$ cat src/rtl/noc_params.sv
// Shared router parameters: port/VC counts, derived index widths and port names.
package noc_params;

    localparam int PORT_NUM  = 5;
    localparam int VC_NUM    = 2;
    localparam int PORT_SIZE = $clog2(PORT_NUM);
    localparam int VC_SIZE   = $clog2(VC_NUM);

    typedef enum logic [PORT_SIZE-1:0] {
        LOCAL,
        NORTH,
        SOUTH,
        WEST,
        EAST
    } port_t;

endpackage

$ cat src/rtl/rr_arbiter_upd.sv
// Round-robin arbiter with a combinational one-hot grant. The priority pointer
// moves one past the winner only when update_en is high, so a requester that
// wins here but loses further downstream keeps its priority.
module rr_arbiter_upd #(
    parameter int  AGENTS = 2,
    localparam int IDX_W  = (AGENTS > 1) ? $clog2(AGENTS) : 1
) (
    input  logic              clk,
    input  logic              rst,
    input  logic [AGENTS-1:0] req,
    input  logic              update_en,
    output logic [AGENTS-1:0] gnt,
    output logic [IDX_W-1:0]  gnt_idx,
    output logic              gnt_valid
);

    logic [IDX_W-1:0] ptr;
    logic [IDX_W-1:0] cand_idx;

    // Scan from the farthest candidate back to ptr so the nearest request wins.
    always_comb begin
        gnt       = '0;
        gnt_idx   = '0;
        gnt_valid = 1'b0;
        cand_idx  = '0;
        for (int k = AGENTS - 1; k >= 0; k--) begin
            cand_idx = IDX_W'((int'(ptr) + k) % AGENTS);
            if (req[cand_idx]) begin
                gnt_valid = 1'b1;
                gnt_idx   = cand_idx;
            end
        end
        if (gnt_valid) begin
            gnt[gnt_idx] = 1'b1;
        end
    end

    // Advance the priority pointer past the winner, wrapping at the last agent.
    always_ff @(posedge clk) begin
        if (!rst) begin
            ptr <= '0;
        end else if (update_en && gnt_valid) begin
            ptr <= (gnt_idx == IDX_W'(AGENTS - 1)) ? '0 : gnt_idx + IDX_W'(1);
        end
    end

endmodule

$ cat src/rtl/switch_allocator.sv
// Separable input-first switch allocator. Stage 1 picks one eligible VC per
// input, stage 2 picks one input per output; grants are registered.
// Optional packet locking of outputs is enabled by defining SA_PACKET_LOCK_EN.
module switch_allocator
    import noc_params::*;
(
    input  logic                                          clk,
    input  logic                                          rst,
    input  logic [PORT_NUM-1:0][VC_NUM-1:0]                request_i,
    input  logic [PORT_NUM-1:0][VC_NUM-1:0][PORT_SIZE-1:0] out_port_i,
    input  logic [PORT_NUM-1:0][VC_NUM-1:0]                credit_avail_i,
    input  logic [PORT_NUM-1:0][VC_NUM-1:0]                tail_i,
    output logic [PORT_NUM-1:0]                            in_grant_o,
    output logic [PORT_NUM-1:0][VC_SIZE-1:0]               in_vc_sel_o,
    output logic [PORT_NUM-1:0]                            xbar_valid_o,
    output logic [PORT_NUM-1:0][PORT_SIZE-1:0]             xbar_sel_o
);

    logic [PORT_NUM-1:0][VC_NUM-1:0]    elig;
    logic [PORT_NUM-1:0][VC_NUM-1:0]    s1_req;
    logic [PORT_NUM-1:0][VC_NUM-1:0]    s1_gnt;
    logic [PORT_NUM-1:0][VC_SIZE-1:0]   s1_idx;
    logic [PORT_NUM-1:0]                s1_valid;
    logic [PORT_NUM-1:0][PORT_SIZE-1:0] tgt;
    logic [PORT_NUM-1:0][PORT_NUM-1:0]  s2_req;   // [output][input]
    logic [PORT_NUM-1:0][PORT_NUM-1:0]  s2_gnt;   // [output][input]
    logic [PORT_NUM-1:0][PORT_SIZE-1:0] s2_idx;
    logic [PORT_NUM-1:0]                s2_valid;
    logic [PORT_NUM-1:0]                fin_gnt;

    // A VC competes only with a flit, a downstream credit and a real output port.
    always_comb begin
        elig = '0;
        for (int i = 0; i < PORT_NUM; i++) begin
            for (int v = 0; v < VC_NUM; v++) begin
                elig[i][v] = request_i[i][v] & credit_avail_i[i][v] &
                             ({1'b0, out_port_i[i][v]} < (PORT_SIZE + 1)'(PORT_NUM));
            end
        end
    end

`ifdef SA_PACKET_LOCK_EN
    logic [PORT_NUM-1:0]                lock_valid;
    logic [PORT_NUM-1:0][PORT_SIZE-1:0] lock_in;
    logic [PORT_NUM-1:0][VC_SIZE-1:0]   lock_vc;
    logic [PORT_NUM-1:0][VC_NUM-1:0]    owns;
    logic [PORT_NUM-1:0][VC_NUM-1:0]    allowed;
    logic [PORT_NUM-1:0]                tail_w;

    // Mask requests to locked outputs from non-owners; an owning VC that is
    // eligible pre-empts the other VCs of its input.
    always_comb begin
        owns    = '0;
        allowed = elig;
        s1_req  = '0;
        for (int i = 0; i < PORT_NUM; i++) begin
            for (int v = 0; v < VC_NUM; v++) begin
                for (int o = 0; o < PORT_NUM; o++) begin
                    if (lock_valid[o] && lock_in[o] == PORT_SIZE'(i) &&
                        lock_vc[o] == VC_SIZE'(v)) begin
                        owns[i][v] = 1'b1;
                    end else if (lock_valid[o] && out_port_i[i][v] == PORT_SIZE'(o)) begin
                        allowed[i][v] = 1'b0;
                    end
                end
            end
            s1_req[i] = (|(allowed[i] & owns[i])) ? (allowed[i] & owns[i]) : allowed[i];
            tail_w[i] = |(tail_i[i] & s1_gnt[i]);
        end
    end

    // Lock an output on a non-tail grant; release when the owner sends its tail.
    always_ff @(posedge clk) begin
        if (!rst) begin
            lock_valid <= '0;
            lock_in    <= '0;
            lock_vc    <= '0;
        end else begin
            for (int o = 0; o < PORT_NUM; o++) begin
                if (s2_valid[o]) begin
                    lock_valid[o] <= !tail_w[s2_idx[o]];
                    lock_in[o]    <= s2_idx[o];
                    lock_vc[o]    <= s1_idx[s2_idx[o]];
                end else if (lock_valid[o] && fin_gnt[lock_in[o]] &&
                             s1_idx[lock_in[o]] == lock_vc[o] && tail_w[lock_in[o]]) begin
                    lock_valid[o] <= 1'b0;
                end
            end
        end
    end
`else
    logic unused_tail;
    assign unused_tail = ^{tail_i, s1_gnt};
    assign s1_req      = elig;
`endif

    for (genvar i = 0; i < PORT_NUM; i++) begin : g_vc_arb
        rr_arbiter_upd #(.AGENTS(VC_NUM)) u_vc_arb (
            .clk       (clk),
            .rst       (rst),
            .req       (s1_req[i]),
            .update_en (fin_gnt[i]),
            .gnt       (s1_gnt[i]),
            .gnt_idx   (s1_idx[i]),
            .gnt_valid (s1_valid[i])
        );
    end

    // Route each stage-1 winner's request to the output its VC targets.
    always_comb begin
        tgt    = '0;
        s2_req = '0;
        for (int i = 0; i < PORT_NUM; i++) begin
            tgt[i] = out_port_i[i][s1_idx[i]];
            for (int o = 0; o < PORT_NUM; o++) begin
                s2_req[o][i] = s1_valid[i] && (tgt[i] == PORT_SIZE'(o));
            end
        end
    end

    for (genvar o = 0; o < PORT_NUM; o++) begin : g_port_arb
        rr_arbiter_upd #(.AGENTS(PORT_NUM)) u_port_arb (
            .clk       (clk),
            .rst       (rst),
            .req       (s2_req[o]),
            .update_en (s2_valid[o]),
            .gnt       (s2_gnt[o]),
            .gnt_idx   (s2_idx[o]),
            .gnt_valid (s2_valid[o])
        );
    end

    // An input is finally granted when it wins at the output it asked for.
    always_comb begin
        fin_gnt = '0;
        for (int o = 0; o < PORT_NUM; o++) begin
            fin_gnt = fin_gnt | s2_gnt[o];
        end
    end

    // Register the allocation; unused select fields are zeroed.
    always_ff @(posedge clk) begin
        if (!rst) begin
            in_grant_o   <= '0;
            in_vc_sel_o  <= '0;
            xbar_valid_o <= '0;
            xbar_sel_o   <= '0;
        end else begin
            in_grant_o   <= fin_gnt;
            xbar_valid_o <= s2_valid;
            for (int i = 0; i < PORT_NUM; i++) begin
                in_vc_sel_o[i] <= fin_gnt[i] ? s1_idx[i] : '0;
                xbar_sel_o[i]  <= s2_valid[i] ? s2_idx[i] : '0;
            end
        end
    end

endmodule

$ cat config.mk
export PLATFORM = sky130hd
export DESIGN_NAME = switch_allocator
export DESIGN_NICKNAME = d
export VERILOG_FILES = /design/src/rtl/noc_params.sv /design/src/rtl/rr_arbiter_upd.sv /design/src/rtl/switch_allocator.sv
export SDC_FILE = /design/constraint.sdc
export NUM_CORES = 1
export LEC_CHECK = 0
export CORE_ASPECT_RATIO = 0.8
export CORE_MARGIN = 3
export CORE_UTILIZATION = 35
export CTS_CLUSTER_SIZE = 8
export DETAILED_ROUTE_END_ITERATION = 10
export HOLD_SLACK_MARGIN = 0.15
export SLEW_MARGIN = 15
export SYNTH_ARGS = -nofsm -noshare
export SYNTH_HDL_FRONTEND = slang
export SYNTH_HIERARCHICAL = 1
export SYNTH_SLANG_ARGS = --single-unit
$ cat constraint.sdc
create_clock -name clk -period 16.2 [get_ports clk]
set_input_delay 2.43 -clock clk [delete_from_list [all_inputs] [get_ports clk]]
set_output_delay 2.43 -clock clk [all_outputs]
set_load 0.05 [all_outputs]
# Yosys cells after proc, flatten, opt, wreduce, memory -nomap -nowiden
# Cells that the tools add are included.
# W data, S select, Z words.
[totals] regBits=50 latchBits=0 mem_bits_rw=0 mem_bits_ro=0 input_bits=62 out_inout_bits=30 elab_cells=416 n_memories=0
[op_classes] addsub=35 mul=0 div_mod_pow=25 order_cmp=60 eq_ne=25 shift=0 n_mux=175 bitwise=24 reduce_logical=50
[op_table] operator="$mod A32 B4 Y32 const B" n=20
[op_table] operator="$mod A4 B4 Y32 const B" n=5
[op_table] operator="$lt A3 B4 Y1 const B" n=30
[op_table] operator="$mux W3" n=40
[op_table] operator="$mux W1" n=100
[op_table] operator="$bmux W1 S3" n=25
[op_table] operator="$add A3 B2 Y4 const B" n=10
[op_table] operator="$logic_and A1 B1 Y1" n=35
[op_table] operator="$eq A3 B2 Y1 const B" n=10
[op_table] operator="$eq A3 B3 Y1 const B" n=10
[op_table] operator="$lt A1 B2 Y1 const B" n=15
[op_table] operator="$lt A3 B3 Y1 const B" n=10
[op_table] operator="$mux W5" n=5
[op_table] operator="$add A3 B1 Y4 const B" n=5
[op_table] operator="$add A3 B3 Y4 const B" n=5
[op_table] operator="$and A1 B1 Y1" n=20
[op_table] operator="$or A5 B5 Y5" n=4
[op_table] operator="$reduce_and A2 Y1" n=10
[op_table] operator="$add A3 B1 Y3 const B" n=5
[op_table] operator="$demux W1 S3" n=5
[op_table] operator="$eq A3 B1 Y1 const B" n=5
[op_table] operator="$ge A3 B1 Y1 const B" n=5
[op_table] operator="$logic_not A3 Y1" n=5
[op_table] operator="$add A1 B1 Y1 const B" n=10

# Longest topological paths before layout
[logic_depth] ltp_word=27 ltp_mapped=25 depth_no_buf=21

# Cells and area by module
# The synthesis kept the hierarchy.
[by_module_without_submodules] mod="rr_arbiter_upd (g_port_arb[2].u_port_arb ...)" instances=2 cells_each=258 area_each_um2=2000.7 seq_area_each_um2=60.1
[by_module_without_submodules] mod="rr_arbiter_upd (g_port_arb[0].u_port_arb ...)" instances=2 cells_each=248 area_each_um2=1846.8 seq_area_each_um2=60.1
[by_module_without_submodules] mod="rr_arbiter_upd (g_port_arb[4].u_port_arb)" instances=1 cells_each=235 area_each_um2=1783.0 seq_area_each_um2=60.1
[by_module_without_submodules] mod="switch_allocator" instances=1 cells_each=173 area_each_um2=1622.8 seq_area_each_um2=600.6
[by_module_without_submodules] mod="rr_arbiter_upd (g_vc_arb[0].u_vc_arb ...)" instances=5 cells_each=9 area_each_um2=75.1 seq_area_each_um2=20.0

# Least setup slack after synthesis
# No wires, ideal clock.
[synth_path] path_kind="input-to-reg" from="in out_port_i[9] (netlist bit)" to="reg g_vc_arb[3].u_vc_arb.ptr" setup_time_ns=0.116 arrival_ns=6.561 required_ns=16.084 setup_slack_ns=9.524 cell_stages=18 n_path_buf=1 cell_sequence="o21ai_0 and3_1 a21boi_0 buf_6 or4bb_1 a21oi_1 nor3b_1 or4b_2 a311oi_1 and3_2 a21oi_1 a32oi_1 o21ai_2 and2_1 nor4_1 nand2_1 and4b_1 a31o_1"
[synth_lines] item="start, declared" line="switch_allocator.sv:10" text="input logic [PORT_NUM-1:0][VC_NUM-1:0][PORT_SIZE-1:0] out_port_i,"
[synth_lines] item="end signal, assigned" line="rr_arbiter_upd.sv:43" text="ptr <= (gnt_idx == IDX_W'(AGENTS - 1)) ? '0 : gnt_idx + IDX_W'(1);"
[synth_lines] item="end, declared" line="rr_arbiter_upd.sv:17" text="logic [IDX_W-1:0] ptr;"

==> results_dict.tcl <==
set metrics [dict create \
    required_worst_endpoint_ps 16410 \
    grt_pass1_vias 10200 \
    number_of_antenna_violations_at_the_first_check_in_global_routing 2 \
    p_int_mw 0.7796 \
    ctsRootBufferMaster "sky130_fd_sc_hd__clkbuf_16" \
    clock_path_buffers 2 \
    initial_utilization_pct 35.87 \
    clk_slew_on_worst_s_h_paths_ps 70 \
    critical_path_class "in -> reg" \
    timing.hold.worst.start "g_vc_arb[2].u_vc_arb/ptr$_SDFFE_PN0P_" \
    globalRoute.totalOverflow 0 \
    worst_r2r_startpoint "g_port_arb[0].u_port_arb/ptr[1]$_SDFFE_PN0P_" \
    final-max-slew-violation-count 0 \
    finish.net_count 1648 \
    ios 92 \
    timing.critical_path.arrival_ps 8670 \
    power_density_nw_per_um2 142.7 \
    slew-limit-headroom_pct 26.60 \
    cp_slowest_stage_delay_ps 850 \
    share_comb_of_total_power_pct 83.2 \
    setup.reg_to_reg.worst_slack_ps 9680 \
    timing.final.crit_share_pct 52.24 \
    cp_cell_sequence "clkdlybuf4s50_1, o21ai_0, and3_1, a21boi_0, nand4b_1, a21oi_1, inv_1, o21ai_0, nor4b_2, o31ai_4, o21ai_0, o32ai_2, a311oi_4, nor2b_2, nor4_1, nand2_1, and4b_1, a31o_1" \
    most-common-layout-cells "101 x sky130_fd_sc_hd__ha_1, 96 x sky130_fd_sc_hd__nand2_1, 89 x sky130_fd_sc_hd__inv_1" \
    post-route-drc-count 0 \
    hold_path_depth 1 \
    die_area_um2 34790 \
    post_synth_inst_count 1455 \
    fmaxAchievable_ghz 0.1182 \
    timing.hold.ws_ps 492.3 \
    critical_path_peak_fanout 9 \
    cpMaxStageDelayCell "sky130_fd_sc_hd__a21boi_0" \
    cts_buffers 5 \
    detail_route.iter0.violations 939 \
    vdd_ir_max_v 0.00007236 \
    cts_post_setup_buffers_inserted 0 \
    layout.cells.most_common "sky130_fd_sc_hd__ha_1" \
    max_slew.worst_pin.slew_ps 1101 \
    timing.clock.skew_ps 4.276 \
    terminus_of_the_critical_flop_to_flop_path "g_vc_arb[2].u_vc_arb/ptr$_SDFFE_PN0P_" \
    die_h_um 167.4 \
    mappedNetlistNets 1619 \
    netlist_area_um2 11400 \
    finalPower_mw 1.782 \
    dieWidth_um 207.8 \
    layout.area.seq_um2 1001 \
    p_sw_mw 1.003 \
    grt_start_max_net_pins 53 \
    grt_first_pass_wirelength_um 54490 \
    fillerInstances 3283 \
    drt_pass1_iterations 5 \
    hold_class "reg -> reg" \
    critical_path.top_delay_family "compound AO/OA/AOI/OAI gates" \
    gpl.final_weighted_congestion 0.9146 \
    hpwl_um 26260 \
    clock_power_share_pct 6.6 \
    worstSetupEndpointType "flop" \
    cts_tree "yes" \
    cts_hold_repair.buffers 0 \
    rsz_0062_raised_after_global_routing "false" \
    yosys_warnings 6 \
    clock_tree.htree_level_count 2 \
    vias 11400 \
    area_occupied_by_multi_input_gates_um2 9503 \
    drt-wirelength-per-cell_um 17.79 \
    track_usage_pct 18.52 \
    netSwitchingFraction_pct 56.26 \
    cpMostUsedCell "sky130_fd_sc_hd__o21ai_0" \
    p_leak_nw 4.848 \
    io_buffer_count 81 \
    postSynthAreaPerCell_um2 7.836 \
    ant_nets 0 \
    p_seq_share_pct 10.2 \
    setup_total_negative_slack_ps 0 \
    worstPathBufferInverterCount 2 \
    hold_viol_final 0 \
    final_period_minus_worst_setup_slack_ps 8463 \
    finalCoreUtilization_pct 39.29 \
    site_rows 58 \
    rr_worst_depth 17 \
    final_setup_violations 0 \
    post_cts_resize_count 0 \
    flow.area_growth_from_synthesis_pct 9.537 \
    cts.sinks 50 \
    final_layout_size_suffix_gt1_share_pct 13.20 \
    min_delay_worst_endpoint "g_vc_arb[2].u_vc_arb/ptr$_SDFFE_PN0P_" \
    post_drt_via_cell_ratio 5.980 \
    startpoint_type "input pin" \
    routed_wirelength_um 33920 \
    cap_viol_max_count 0 \
    status "completed" \
    placeableCoreArea_um2 31790 \
    clk-insertion-delay-late_ps 310 \
]
routing by layer:
layer  track usage, %  share of wire [%]  wire [um]  vias up
li1                 -                  -          -     5625
met1            27.77                 49      16690     5408
met2            28.36                 43      14570      335
met3            2.753                6.6       2242       30
met4            3.194                1.2        416        0
met5                0                  0          0        -
worst max path at each step:
stage	cells past startpoint	from	end	slack [ps]
detailed placement	18	out_port_i[2]	g_vc_arb[2].u_vc_arb/ptr$_SDFFE_PN0P_	7530
floorplan	18	out_port_i[9]	g_vc_arb[3].u_vc_arb/ptr$_SDFFE_PN0P_	9560
global placement	18	out_port_i[20]	g_vc_arb[2].u_vc_arb/ptr$_SDFFE_PN0P_	7530
global route	17	out_port_i[9]	g_vc_arb[2].u_vc_arb/ptr$_SDFFE_PN0P_	7330
finish	18	out_port_i[20]	g_vc_arb[2].u_vc_arb/ptr$_SDFFE_PN0P_	7740
CTS	18	out_port_i[20]	g_vc_arb[2].u_vc_arb/ptr$_SDFFE_PN0P_	7810
layout make-up:
class	instances	area share, %
well taps	420	4.208
repair buffers	94	7.234
inverters	106	3.186
multi-input cells	1227	76.09
diodes	1	0.02004
clock inverters	2	0.1302
flip-flops and latches	50	8.015
clock buffers	6	1.112
flip-flops by register name (all words and copies together), names as in the netlist:
signal                     cells
xbar_sel_o                    15
in_vc_sel_o                    5
in_grant_o                     5
g_vc_arb.u_vc_arb/ptr          5
xbar_valid_o                   5
g_port_arb.u_port_arb/ptr     15
power groups by stage:
| stage | logic, mW | registers [mW] | clock network, mW |
|---|---|---|---|
| after floorplan | 1.11 | 0.234 | 0 |
| after global placement | 1.44 | 0.184 | 0 |
| after detailed placement | 1.46 | 0.185 | 0 |
| after CTS | 1.47 | 0.182 | 0.121 |
| after global routing | 1.63 | 0.186 | 0.124 |
| final | 1.48 | 0.182 | 0.117 |
stage by stage:
step                      worst slack, ps  instance area [um^2]  instances
after global routing                 7333                 12490       1906
after global placement               7531                 12320       1896
after detailed placement             7532                 12320       1896
final                                7737                 12490       1906
after CTS                            7813                 12480       1904
after floorplan                      9557                 11400       1455
(Power assumes the default switching activity.)
